[config.mk]
export PLATFORM = sky130hd
export DESIGN_NAME = goertzel_ctrl
export DESIGN_NICKNAME = d
export VERILOG_FILES = /design/src/rtl/axi_pkg.sv /design/src/rtl/goertzel_pkg.sv /design/src/rtl/goertzel_axil_regs.sv /design/src/rtl/goertzel_ctrl.sv
export SDC_FILE = /design/constraint.sdc
export NUM_CORES = 1
export LEC_CHECK = 0
export CORE_MARGIN = 10
export CORE_UTILIZATION = 40
export DETAILED_ROUTE_END_ITERATION = 6
export GPL_ROUTABILITY_DRIVEN = 0
export PLACE_DENSITY_LB_ADDON = 0.2
export SYNTH_ARGS = -nofsm -noshare
export SYNTH_HDL_FRONTEND = slang
export SYNTH_SLANG_ARGS = --single-unit
[constraint.sdc]
create_clock -name clk -period 5.9 [get_ports clk]
set_input_delay 1.475 -clock clk [delete_from_list [all_inputs] [get_ports clk]]
set_output_delay 1.475 -clock clk [all_outputs]
set_load 0.02 [all_outputs]
[src/rtl/axi_pkg.sv]
// Shared AXI-lite request/response bundles (32-bit address and data).
package axi_pkg;

  typedef struct packed {
    logic [31:0] awaddr;
    logic        awvalid;
    logic [31:0] wdata;
    logic        wvalid;
    logic        bready;
    logic [31:0] araddr;
    logic        arvalid;
    logic        rready;
  } axi_lite_mosi;

  typedef struct packed {
    logic        awready;
    logic        wready;
    logic [1:0]  bresp;
    logic        bvalid;
    logic        arready;
    logic [31:0] rdata;
    logic [1:0]  rresp;
    logic        rvalid;
  } axi_lite_miso;

endpackage

[src/rtl/goertzel_pkg.sv]
// Register map, bit positions, response codes and sequencer states for goertzel_ctrl.
package goertzel_pkg;

  localparam logic [31:0] REG_CTRL   = 32'h00;
  localparam logic [31:0] REG_STATUS = 32'h04;
  localparam logic [31:0] REG_LEN    = 32'h08;
  localparam logic [31:0] REG_COEFF  = 32'h0C;
  localparam logic [31:0] REG_RESULT = 32'h10;
  localparam logic [31:0] REG_FRAMES = 32'h14;

  localparam int CTRL_START   = 0;
  localparam int CTRL_ABORT   = 1;
  localparam int CTRL_IRQ_EN  = 2;
  localparam int CTRL_FRM_CLR = 3;

  localparam int STS_BUSY = 0;
  localparam int STS_DONE = 1;
  localparam int STS_ERR  = 2;

  localparam logic [1:0] RESP_OKAY   = 2'b00;
  localparam logic [1:0] RESP_DECERR = 2'b11;

  typedef enum logic [1:0] {
    ST_IDLE,
    ST_CLEAR,
    ST_RUN,
    ST_WAIT
  } state_t;

endpackage

[src/rtl/goertzel_axil_regs.sv]
// AXI-lite slave and register file for goertzel_ctrl.
// GOERTZEL_CTRL_FRAMECNT_EN adds the FRAMES completed-block counter at 0x14.
module goertzel_axil_regs
  import goertzel_pkg::*;
#(
  parameter int COEFF_W = 18,
  parameter int RES_W   = 32,
  parameter int LEN_W   = 16
) (
  input  logic                 clk,
  input  logic                 rstn,
  input  axi_pkg::axi_lite_mosi axio_i,
  output axi_pkg::axi_lite_miso axii_o,
  input  logic                 busy,
  input  logic                 done_set,
  input  logic                 err_set,
  input  logic [RES_W-1:0]     result_in,
  output logic                 start,
  output logic                 abort,
  output logic                 irq_en,
  output logic                 irq,
  output logic [LEN_W-1:0]     len,
  output logic [COEFF_W-1:0]   coeff
);

  logic               aw_rdy, ar_rdy, bvalid, rvalid;
  logic [1:0]         bresp, rresp, rd_resp;
  logic [31:0]        rdata, rd_data, wdata;
  logic               wr_en, wr_ok, sel_ctrl, sel_sts;
  logic               done, err;
  logic [RES_W-1:0]   result;
  logic               unused;

  assign wdata    = axio_i.wdata;
  assign wr_en    = aw_rdy;
  assign sel_ctrl = wr_en && (axio_i.awaddr == REG_CTRL);
  assign sel_sts  = wr_en && (axio_i.awaddr == REG_STATUS);
  // ABORT dominates a simultaneous START in the same CTRL write
  assign start    = sel_ctrl && wdata[CTRL_START] && !wdata[CTRL_ABORT];
  assign abort    = sel_ctrl && wdata[CTRL_ABORT];
  assign irq      = irq_en && (done || err);
  assign unused   = ^wdata[31:COEFF_W];

  always_comb begin
    wr_ok = 1'b0;
    case (axio_i.awaddr)
      REG_CTRL, REG_STATUS, REG_LEN, REG_COEFF: wr_ok = 1'b1;
      default:                                  wr_ok = 1'b0;
    endcase
  end

`ifdef GOERTZEL_CTRL_FRAMECNT_EN
  logic [31:0] frames;

  always_ff @(posedge clk or negedge rstn) begin
    if (!rstn)                               frames <= '0;
    else if (sel_ctrl && wdata[CTRL_FRM_CLR]) frames <= '0;
    else if (done_set)                       frames <= frames + 32'd1;
  end
`endif

  always_comb begin
    rd_data = '0;
    rd_resp = RESP_OKAY;
    case (axio_i.araddr)
      REG_CTRL:   rd_data[CTRL_IRQ_EN] = irq_en;
      REG_STATUS: begin
        rd_data[STS_BUSY] = busy;
        rd_data[STS_DONE] = done;
        rd_data[STS_ERR]  = err;
      end
      REG_LEN:    rd_data = 32'(len);
      REG_COEFF:  rd_data = 32'(coeff);
      REG_RESULT: rd_data = 32'(result);
`ifdef GOERTZEL_CTRL_FRAMECNT_EN
      REG_FRAMES: rd_data = frames;
`endif
      default:    rd_resp = RESP_DECERR;
    endcase
  end

  always_ff @(posedge clk or negedge rstn) begin
    if (!rstn) begin
      aw_rdy <= 1'b0;
      bvalid <= 1'b0;
      bresp  <= RESP_OKAY;
      irq_en <= 1'b0;
      len    <= '0;
      coeff  <= '0;
      done   <= 1'b0;
      err    <= 1'b0;
      result <= '0;
    end else begin
      aw_rdy <= axio_i.awvalid && axio_i.wvalid && !aw_rdy && !bvalid;
      if (wr_en) begin
        bvalid <= 1'b1;
        bresp  <= wr_ok ? RESP_OKAY : RESP_DECERR;
      end else if (axio_i.bready) begin
        bvalid <= 1'b0;
      end
      if (sel_ctrl) irq_en <= wdata[CTRL_IRQ_EN];
      if (wr_en && axio_i.awaddr == REG_LEN)   len   <= wdata[LEN_W-1:0];
      if (wr_en && axio_i.awaddr == REG_COEFF) coeff <= wdata[COEFF_W-1:0];
      // a set strobe beats a same-cycle write-one-to-clear
      done <= done_set || (done && !(sel_sts && wdata[STS_DONE]));
      err  <= err_set  || (err  && !(sel_sts && wdata[STS_ERR]));
      if (done_set) result <= result_in;
    end
  end

  always_ff @(posedge clk or negedge rstn) begin
    if (!rstn) begin
      ar_rdy <= 1'b0;
      rvalid <= 1'b0;
      rdata  <= '0;
      rresp  <= RESP_OKAY;
    end else begin
      ar_rdy <= axio_i.arvalid && !ar_rdy && !rvalid;
      if (ar_rdy) begin
        rvalid <= 1'b1;
        rdata  <= rd_data;
        rresp  <= rd_resp;
      end else if (axio_i.rready) begin
        rvalid <= 1'b0;
      end
    end
  end

  always_comb begin
    axii_o         = '0;
    axii_o.awready = aw_rdy;
    axii_o.wready  = aw_rdy;
    axii_o.bvalid  = bvalid;
    axii_o.bresp   = bresp;
    axii_o.arready = ar_rdy;
    axii_o.rvalid  = rvalid;
    axii_o.rdata   = rdata;
    axii_o.rresp   = rresp;
  end

endmodule

[src/rtl/goertzel_ctrl.sv]
// Run sequencer for one Goertzel core: clear, gate LEN samples, capture result.
// Optional FRAMES counter is enabled with GOERTZEL_CTRL_FRAMECNT_EN.
//   state | meaning
//   IDLE  | waiting for START
//   CLEAR | one-cycle core state clear
//   RUN   | accepting samples into the core
//   WAIT  | last sample sent, waiting for core result
module goertzel_ctrl
  import goertzel_pkg::*;
#(
  parameter int DATA_W  = 16,
  parameter int COEFF_W = 18,
  parameter int RES_W   = 32,
  parameter int LEN_W   = 16
) (
  input  logic                  clk,
  input  logic                  rstn,
  input  axi_pkg::axi_lite_mosi axio_i,
  output axi_pkg::axi_lite_miso axii_o,
  input  logic [DATA_W-1:0]     s_tdata,
  input  logic                  s_tvalid,
  output logic                  s_tready,
  output logic                  core_clr,
  output logic                  core_en,
  output logic [DATA_W-1:0]     core_sample,
  output logic                  core_last,
  output logic [COEFF_W-1:0]    core_coeff,
  input  logic [RES_W-1:0]      core_res,
  input  logic                  core_res_vld,
  output logic                  irq
);

  state_t               state, state_nxt;
  logic                 start, abort, irq_en;
  logic [LEN_W-1:0]     len, len_snap, count;
  logic [COEFF_W-1:0]   coeff, coeff_snap;
  logic                 go, busy, done_set, err_set;

  assign busy       = (state != ST_IDLE);
  assign go         = (state == ST_IDLE) && start && (len != '0);
  assign err_set    = (state == ST_IDLE) && start && (len == '0);
  assign core_coeff = coeff_snap;

  goertzel_axil_regs #(
    .COEFF_W (COEFF_W),
    .RES_W   (RES_W),
    .LEN_W   (LEN_W)
  ) u_regs (
    .clk       (clk),
    .rstn      (rstn),
    .axio_i    (axio_i),
    .axii_o    (axii_o),
    .busy      (busy),
    .done_set  (done_set),
    .err_set   (err_set),
    .result_in (core_res),
    .start     (start),
    .abort     (abort),
    .irq_en    (irq_en),
    .irq       (irq),
    .len       (len),
    .coeff     (coeff)
  );

  always_comb begin
    state_nxt   = state;
    s_tready    = 1'b0;
    core_clr    = 1'b0;
    core_en     = 1'b0;
    core_sample = '0;
    core_last   = 1'b0;
    done_set    = 1'b0;
    case (state)
      ST_IDLE:  if (go) state_nxt = ST_CLEAR;
      ST_CLEAR: begin
        core_clr  = 1'b1;
        state_nxt = ST_RUN;
      end
      ST_RUN: begin
        s_tready = 1'b1;
        if (s_tvalid) begin
          core_en     = 1'b1;
          core_sample = s_tdata;
          core_last   = (count == len_snap - LEN_W'(1));
          if (core_last) state_nxt = ST_WAIT;
        end
      end
      ST_WAIT: begin
        // a result landing in the ABORT cycle is discarded
        if (core_res_vld && !abort) begin
          done_set  = 1'b1;
          state_nxt = ST_IDLE;
        end
      end
      default: state_nxt = ST_IDLE;
    endcase
    if (abort) state_nxt = ST_IDLE;
  end

  always_ff @(posedge clk or negedge rstn) begin
    if (!rstn) begin
      state      <= ST_IDLE;
      len_snap   <= '0;
      coeff_snap <= '0;
      count      <= '0;
    end else begin
      state <= state_nxt;
      if (go) begin
        len_snap   <= len;
        coeff_snap <= coeff;
      end
      if (state == ST_CLEAR) count <= '0;
      else if (core_en)      count <= count + LEN_W'(1);
    end
  end

endmodule

After elaboration in Yosys (flattened, before gate mapping)
Cells that the tools add are included.
Cells by class
  add/subtract/negate cells: 2
  multiply operators: 0
  div/mod/pow operators: 0
  order comparisons: 0
  equal/unequal tests: 15
  shift-type cells: 0
  multiplexer cells: 28
  bitwise logic cells: 0
  reduce and logical (&&, ||, !) cells: 44
Operator list (number)
  $eq A32 B4 Y1 const B: 4
  $pmux W29 S3: 1
  $eq A32 B3 Y1 const B: 2
  $logic_not A32 Y1: 2
  $mux W16: 4
  $eq A32 B5 Y1 const B: 1
  $logic_and A1 B1 Y1: 21
  $add A16 B1 Y16 const B: 1
  $eq A16 B16 Y1: 1
  $logic_not A16 Y1: 1
  $pmux W2 S4: 2
  $reduce_bool A16 Y1: 1
  $sub A16 B1 Y16 const B: 1
  $mux W2: 7
  $mux W1: 13
  $ne A3 B3 Y1 const B: 4
  $logic_not A1 Y1: 8
  $reduce_bool A2 Y1: 4
  $pmux W1 S5: 1
  $reduce_or A5 Y1: 1
  $eq A2 B2 Y1 const B: 2
  $reduce_and A4 Y1: 1
  $reduce_or A4 Y1: 1
  $logic_or A1 B1 Y1: 3
  other kinds (2): 2
Storage, ports and cells
  register bits: 161
  bits in latches: 0
  memory bits (writable): 0
  ROM bits: 0
  input port bits: 153
  output and inout bits: 80
  word-level logic and storage cells: 106
  memories kept: 0

Depth between registers and ports, before layout
Gate-level depths: netlist (run 1).
  depth after elaboration: 9
  mapped depth: 10
  mapped depth without buffers: 9

Modules after synthesis
Synthesis (run 1) repeated with hierarchy kept, for this count alone.
Unflattened totals
  cell total of the unflattened synthesis: 638
  area, all modules: 7664.9 sq um
By module, submodules not included
  goertzel_axil_regs: times used 1, cells an instance 354, area each 4664.5 sq um, sequential area each 2677.6 sq um
  goertzel_ctrl: times used 1, cells an instance 284, area each 3000.4 sq um, sequential area each 1301.2 sq um

Worst setup path before layout (run 1)
Ideal clock, no wire load.
  kind: flip-flop to output port
  start: register len_snap[0]
  end: output port core_last
  arrival: 2310 ps
  data required time: 4425 ps
  slack: 2115 ps
  cell stages (with the launch flop): 9
  path buffers: 0
  path through: dfrtp_1 > inv_1 > ha_1 > nor3b_1 > or4b_4 > and3_1 > o32ai_1 > nor2_1 > and3_1
On the way
  word-level cells in the longest chain between the ends: 4
RTL lines
  start: declaration: line goertzel_ctrl.sv:35  | logic [LEN_W-1:0] len, len_snap, count;
  start signal: assignment: line goertzel_ctrl.sv:109  | len_snap <= len;
  $sub A16 B1 Y16: line goertzel_ctrl.sv:84  | core_last = (count == len_snap - LEN_W'(1));
  $eq A16 B16 Y1: line goertzel_ctrl.sv:84
  $mux W1: line goertzel_ctrl.sv:81  | if (s_tvalid) begin
  $mux W1: line goertzel_ctrl.sv:73  | case (state)
  end: declaration: line goertzel_ctrl.sv:26  | output logic core_last,
Every way passes these cells.

Worst setup path in the final report (run 1)
Same ends and word-level chain as after synthesis.

==> results of run 1 <==
==> layer usage <==
layer	global-route usage	share of wire	up-vias
met2	0.271	0.47	164
li1	-	-	3001
met4	0.0322	0.0050	0
met3	0.0592	0.077	10
met1	0.217	0.44	2918
met5	0	0	-
==> worst paths after layout <==
path,start,to,slack (ns),cells after the start
setup / recovery,len_snap[0]$_DFFE_PN0P_,core_last,0.69,9
hold / removal,u_regs.rvalid$_DFFE_PN0P_,u_regs.ar_rdy$_DFF_PN0_,0.45,1
setup reg to reg,u_regs.aw_rdy$_DFF_PN0_,u_regs.result[3]$_DFFE_PN0P_,2.63,6
hold reg to reg,u_regs.rvalid$_DFFE_PN0P_,u_regs.ar_rdy$_DFF_PN0_,0.45,1
max in group asynchronous,rstn,len_snap[2]$_DFFE_PN0P_,3.70,2
min in group asynchronous,rstn,u_regs.bvalid$_DFFE_PN0P_,1.06,1
==> worst max-delay path: stages (launching register included) <==
cell and delay, ns:
dfrtp_1 0.46, inv_1 0.10, ha_1 0.27, nor3b_1 0.61, or4b_4 0.55, and3_1 0.16, o32ai_1 0.31, nor2_1 0.10
and3_1 0.19, clkdlybuf4s50_1 0.55
==> synthesized netlist by cell type (4+ instances only) <==
cell type,number,share of area
dfrtp_1,159,0.52
nand2_1,116,0.057
nor2_1,64,0.032
mux2_2,57,0.084
a21oi_1,35,0.023
clkbuf_1,35,0.017
and3_1,31,0.025
inv_1,26,0.013
o21ai_0,25,0.016
nor4_1,21,0.017
nand3_1,20,0.013
xor2_1,19,0.022
mux2i_1,18,0.024
nand4_1,12,0.0099
xnor2_1,12,0.014
buf_4,10,0.0099
mux2_1,9,0.013
nor3_1,7,0.0046
ha_1,6,0.0099
buf_1,4,0.0020
nor2b_1,4,0.0033
or3_1,4,0.0033
or4_1,4,0.0039
==> state kept, by name, summed over array words and instances (netlist names), 2 cells and up <==
name and flops:
u_regs.coeff 18, state 2, u_regs.result 32, core_coeff 18
u_regs.len 16, u_regs.rdata 32, count 16, len_snap 16
==> metrics by stage <==
stage	instances	worst slack (ns)	total power, W
after floorplan	753	2.12	0.00131
after global placement	1163	0.873	0.00154
after detailed placement	1163	0.851	0.00154
after CTS	1195	0.741	0.00259
after global routing	1195	0.534	0.00267
final	1195	0.692	0.00256
==> cell families (layout without fill, tap and decap cells) <==
family	count (synthesis)	count (layout)	synth area share
DFF	159	159	0.522
xor gates and xnor gates	31	31	0.0356
muxes	84	84	0.121
adders and majority gates	6	6	0.00985
and+or+nand+nor	310	310	0.201
buffers and inverters	77	285	0.0440
AOI/OAI and AO/OA	86	86	0.0659
==> power by group through the flow <==
stage	clock, W	combinational, W	sequential (W)
finish	0.00104	0.000355	0.00116
global route	0.00112	0.000384	0.00117
CTS	0.00106	0.000363	0.00116
detailed placement	0	0.000361	0.00118
floorplan	0	0.0000756	0.00123
global placement	0	0.000358	0.00118
==> layout make-up <==
class                      instances  area (sq um)  area share
sequential                       159          3980       0.380
clock inverter                    14           123      0.0117
multi-input combinational        517          3310       0.316
tap                              234           293      0.0279
timing repair buffer             227          2250       0.215
inverter                          26          97.6     0.00931
clock buffer                      18           429      0.0410
==> results.md, run 1 <==
* Outcome: finished clean
* EDFF count, synth at 0
* Max-Cap Viols at 0
* Vias in the first global route at about 6200
* Final cycle utilization of the critical path at 0.883
* Inserted Clock Buffers at 17
* Leading cell types in the layout, fill and taps excluded: 217 x clkdlybuf4s50_1, 158 x dfrtp_1, 116 x nand2_1
* Final design instance area without fill at roughly 10000 sq um
* Mean Syn Cell Area at 10.1 sq um
* Final min period at ~5.2 ns
* Die Width at around 160 microns
* Skew final at roughly 0.0085 ns
* # DRC at 0
* Initial core utilization at 0.407
* Initial DRC count at between 300 and 400
* Peak Freq at 192 MHz
* Combinational share of power at 0.139
* Unrepaired setup endpoints after global routing: false
* Sw Pwr at 0.000685 W
* Die area at 25000 sq um
* CTS H-tree lvls at 4
* DP HPWL at approximately 16000 microns
* Leakage power at around 4.8 nW
* Wire length per cell at ~18 microns
* Switching power share of the total at 0.268
* Syn nets at around 910
* Pin count of the biggest net entering global routing at 74
* TritonCTS clock tree: yes
* Hold-fix buffers, CTS at 0
* Total number of vias at ~6100
* Number of post-CTS setup repair buffers at 0
* Post-DRT Antenna Nets at 0
* Port Buffers at approximately 220
* Post-Syn Instances at ~750
* CTS Root Cell: clkbuf_16
* Core area at around 19000 sq um
* CP required at 4.43 ns
* First-pass GRT wire length at around 33000 microns
* Final hold viol count at 0
* Syn-to-layout area delta at 37.6%
* Initial antenna violation count at 0
* Share of layout cells above drive strength 1 at 0.111
* Worst EP arrival at 3.73 ns
* Post-synthesis cell type count at 60
* I/O pin total at between 200 and 250
* Clock-pin slew on the worst setup and hold paths at about 0.070 ns
* Cell Rows at 50
* Ys Warns at 0
* TritonRoute pass-1 iters at 4
* Post-synthesis sequential area ratio at 0.522
* Clock network fraction of design power at 0.407
* Async set or reset register ratio after synthesis at 1.00
* Final WL at 21300 microns
* Worst-Skew Late Latency at roughly 0.42 ns
* Peak VDD IR at around 250 uV
* Rel. slew slack at 0.378
* Placed Area at 9930 sq um
* Final core occ at 0.560
* Worst hold slack at between 0.4 and 0.5 ns
* Crit path max fanout at 7
* ANT cells at 0
* GRT Total Usage at 0.169
* Clk buf depth at 2
* Measured slew at the worst slew-check pin at 0.933 ns
* # setup viols final at 0
* Top FF cell, synth: dfrtp_1
* Grt ovf at 0
* Worst setup path class: flop to output pin
* Die H at between 150 and 200 microns
* Final setup TNS at 0 ns
* CP endpoint kind: output pin
* Clk sink count at 159
* Commonest non-fill, non-tap cell in the layout: clkdlybuf4s50_1
* Post-Syn Area at about 7600 sq um
* Synth Register Bits at 159
* PD cells at 244 nW/um^2
* Fillcell total at 1652
* Post-CTS Resized at 0
* Critical Path Source Type: flop
* Seq pwr share at 0.454
* Pins Over Slew Limit at 0
* Drt via density at roughly 5.1
* Internal power at ~0.0019 W
* Path type of the worst min-delay path: flop to flop
* Nets at about 1100
Note: power is estimated with default switching activity, not from simulation.
==> inputs of run 2 (changes only) <==
--- a/config.mk
+++ b/config.mk
@@ -5,7 +5,7 @@
 export SDC_FILE = /design/constraint.sdc
 export NUM_CORES = 1
 export LEC_CHECK = 0
-export CORE_MARGIN = 10
+export CORE_MARGIN = 2
 export CORE_UTILIZATION = 40
 export DETAILED_ROUTE_END_ITERATION = 6
 export GPL_ROUTABILITY_DRIVEN = 0
@@ -13,3 +13,4 @@
 export SYNTH_ARGS = -nofsm -noshare
 export SYNTH_HDL_FRONTEND = slang
 export SYNTH_SLANG_ARGS = --single-unit
+export TNS_END_PERCENT = 20
==> run 2 against run 1 <==
Maximum frequency is 1.3% higher. Sequential share of layout area is 0.20 points lower. Routed wire length is 7.6% lower. Combinational power is 7.3% lower. Sequential power hardly changed. First-iteration DRC count is 7.3% higher. Total power is 3.5% higher. Global-route usage is 3.0 points higher. Critical path type unchanged. Largest power group unchanged. Highest routed layer unchanged.
==> results.md, run 2 (synthesized netlist as in run 1, its figures left out) <==
* Post-CTS Resized at 0 (unchanged)
* Core area at 18700 sq um (unchanged)
* Rel. slew slack at 0.294 (-0.0842)
* Dpl ws at 1.01 ns (+0.161 ns)
* Die Width at 142 microns (-10%)
* CP required at 4.43 ns (about the same)
* Post-DRT Antenna Nets at 0 (unchanged)
* Total number of vias at 6108 (+0.25%)
* TritonRoute pass-1 iters at 4 (unchanged)
* Die H at 142 microns (-10%)
* Vias in the first global route at 5960 (-3.1%)
* Worst path slowest cell: nor3b_1
* I/O pin total at 233 (unchanged)
* ANT cells at 0 (unchanged)
* Worst hold slack at 0.457 ns (+0.00565 ns)
* CP endpoint kind: output pin
* Wire length per cell at 16.5 microns (-7.6%)
* DP HPWL at 14300 microns (-11%)
* Clock-pin slew on the worst setup and hold paths at 0.07 ns (about the same)
* Grt ovf at 0 (unchanged)
* Unrepaired setup endpoints after global routing: false
* Final design instance area without fill at 10500 sq um (+0.54%)
* Cell Rows at 50 (unchanged)
* Commonest non-fill, non-tap cell in the layout: clkdlybuf4s50_1
* Nets at 1107 (unchanged)
* Clk buf depth at 2 (unchanged)
* Worst setup path class: flop to output pin
* Max stage delay on crit path at 0.61 ns (about the same)
* Final cycle utilization of the critical path at 0.872 (-0.0110)
* First-pass GRT wire length at 31700 microns (-5.0%)
* Port Buffers at 218 (unchanged)
* CP delay by family, top: simple AND/OR/NAND/NOR gates
* Max-Cap Viols at 0 (unchanged)
* Clk sink count at 159 (unchanged)
* Initial DRC count at 338 (+7.3%)
* Initial core utilization at 0.407 (unchanged)
* CP Buf/Inv Count at 2 (unchanged)
* PD cells at 251 nW/um^2 (+2.9%)
* Pins Over Slew Limit at 0 (unchanged)
* Critical-path cell list: inv_1 > ha_1 > nor3b_1 > or4b_4 > and3_1 > o32ai_1 > nor2_1 > and3_1 > clkdlybuf4s50_1
* Number of post-CTS setup repair buffers at 0 (unchanged)
* Share of layout cells above drive strength 1 at 0.112 (+0.00104)
* Worst EP arrival at 3.67 ns (-0.06 ns)
* GRT Total Usage at 0.199 (+0.0298)
* Drt via density at 5.11 (+0.25%)
* TritonCTS clock tree: yes
* Final min period at 5.14 ns (-0.0651 ns)
* Final WS setup at 0.757 ns (+0.0651 ns)
* Skew final at 0.00944 ns (+0.000905 ns)
* Path type of the worst min-delay path: flop to flop
* CTS Root Cell: clkbuf_16
* Hold-fix buffers, CTS at 0 (unchanged)
* Peak Freq at 194 MHz (+1.3%)
* # DRC at 0 (unchanged)
* CTS H-tree lvls at 4 (unchanged)
* Biggest registers after layout: u_regs.rdata: 32 flops, u_regs.result: 32 flops
* Inserted Clock Buffers at 17 (unchanged)
* Leading cell types in the layout, fill and taps excluded: 217 x clkdlybuf4s50_1, 158 x dfrtp_1, 116 x nand2_1
* Critical Path Source Type: flop
* Final setup TNS at 0 ns (unchanged)
* Leakage power at 4.87 nW (+0.66%)
* Pin count of the biggest net entering global routing at 72 (-2.7%)
* # setup viols final at 0 (unchanged)
* Placed Area at 9930 sq um (unchanged)
* Outcome: finished clean
* Final WL at 19700 microns (-7.6%)
* Worst-Skew Late Latency at 0.43 ns (about the same)
* Peak VDD IR at 262 uV (+5.7%)
* Die area at 20200 sq um (-19%)
* Most used cell, CP: and3_1
* Initial antenna violation count at 0 (unchanged)
* Final hold viol count at 0 (unchanged)
* Measured slew at the worst slew-check pin at 1.06 ns (+0.126 ns)
* Crit path max fanout at 7 (unchanged)
* Syn-to-layout area delta at 38.3%
==> run 2: cell count changes in the layout (fill, tap and decap cells not counted), sizes merged <==
cell      before  now
bufinv         0    2
clkinvlp       4    3
clkinv         2    1
==> run 2: area by class of cell <==
cell class	instances	area [sq um]
Multi-Input combinational cell	517	3310
Clock buffer	18	439
Timing Repair Buffer	227	2250
Fill cell	1691	8170
Clock inverter	14	169
Sequential cell	159	3980
Tap cell	234	293
Inverter	26	97.6
==> run 2: metal layers <==
| layer | share of wire | global-route usage | vias to the layer above |
|---|---|---|---|
| li1 | - | - | 3004 |
| met1 | 0.47 | 0.272 | 2938 |
| met5 | 0 | 0 | - |
| met3 | 0.052 | 0.0448 | 15 |
| met4 | 0.0097 | 0.0505 | 0 |
| met2 | 0.47 | 0.322 | 151 |
==> run 2: where the power goes <==
group | leakage [nW] | internal, W | switching [W] | total (W)
registers | 2.16 | 0.00114 | 0.0000455 | 0.00118
logic | 2.41 | 0.000183 | 0.000147 | 0.000329
clock network | 0.290 | 0.000651 | 0.000486 | 0.00114
total | 4.87 | 0.00197 | 0.000678 | 0.00265
==> run 2: worst register-to-register path: stages (launching register included) <==
cell and delay [ns]:
dfrtp_1 0.43, nor4b_1 0.27, nand4_1 0.32, or3_1 0.52, or3b_1 0.51, nand3_2 0.63, mux2_2 0.45
==> run 2: path summary, 6_finish.rpt <==
path                       cells past startpoint                            to  slack (ns)                 startpoint
min in group asynchronous                      1     u_regs.bvalid$_DFFE_PN0P_        1.06                       rstn
min reg2reg                                    1       u_regs.ar_rdy$_DFF_PN0_        0.46  u_regs.rvalid$_DFFE_PN0P_
max in group asynchronous                      2       u_regs.ar_rdy$_DFF_PN0_        3.77                       rstn
min                                            1       u_regs.ar_rdy$_DFF_PN0_        0.46  u_regs.rvalid$_DFFE_PN0P_
max                                            9                     core_last        0.76    len_snap[0]$_DFFE_PN0P_
max reg2reg                                    6  u_regs.result[7]$_DFFE_PN0P_        2.66    u_regs.aw_rdy$_DFF_PN0_
==> run 2: through the flow <==
step / utilization / total power [W] / instances
floorplan: - / 0.00131 / 753
CTS: 0.563 / 0.00268 / 1195
global placement: 0.531 / 0.00153 / 1163
global route: 0.563 / 0.00275 / 1195
detailed placement: 0.531 / 0.00153 / 1163
finish: 0.563 / 0.00265 / 1195
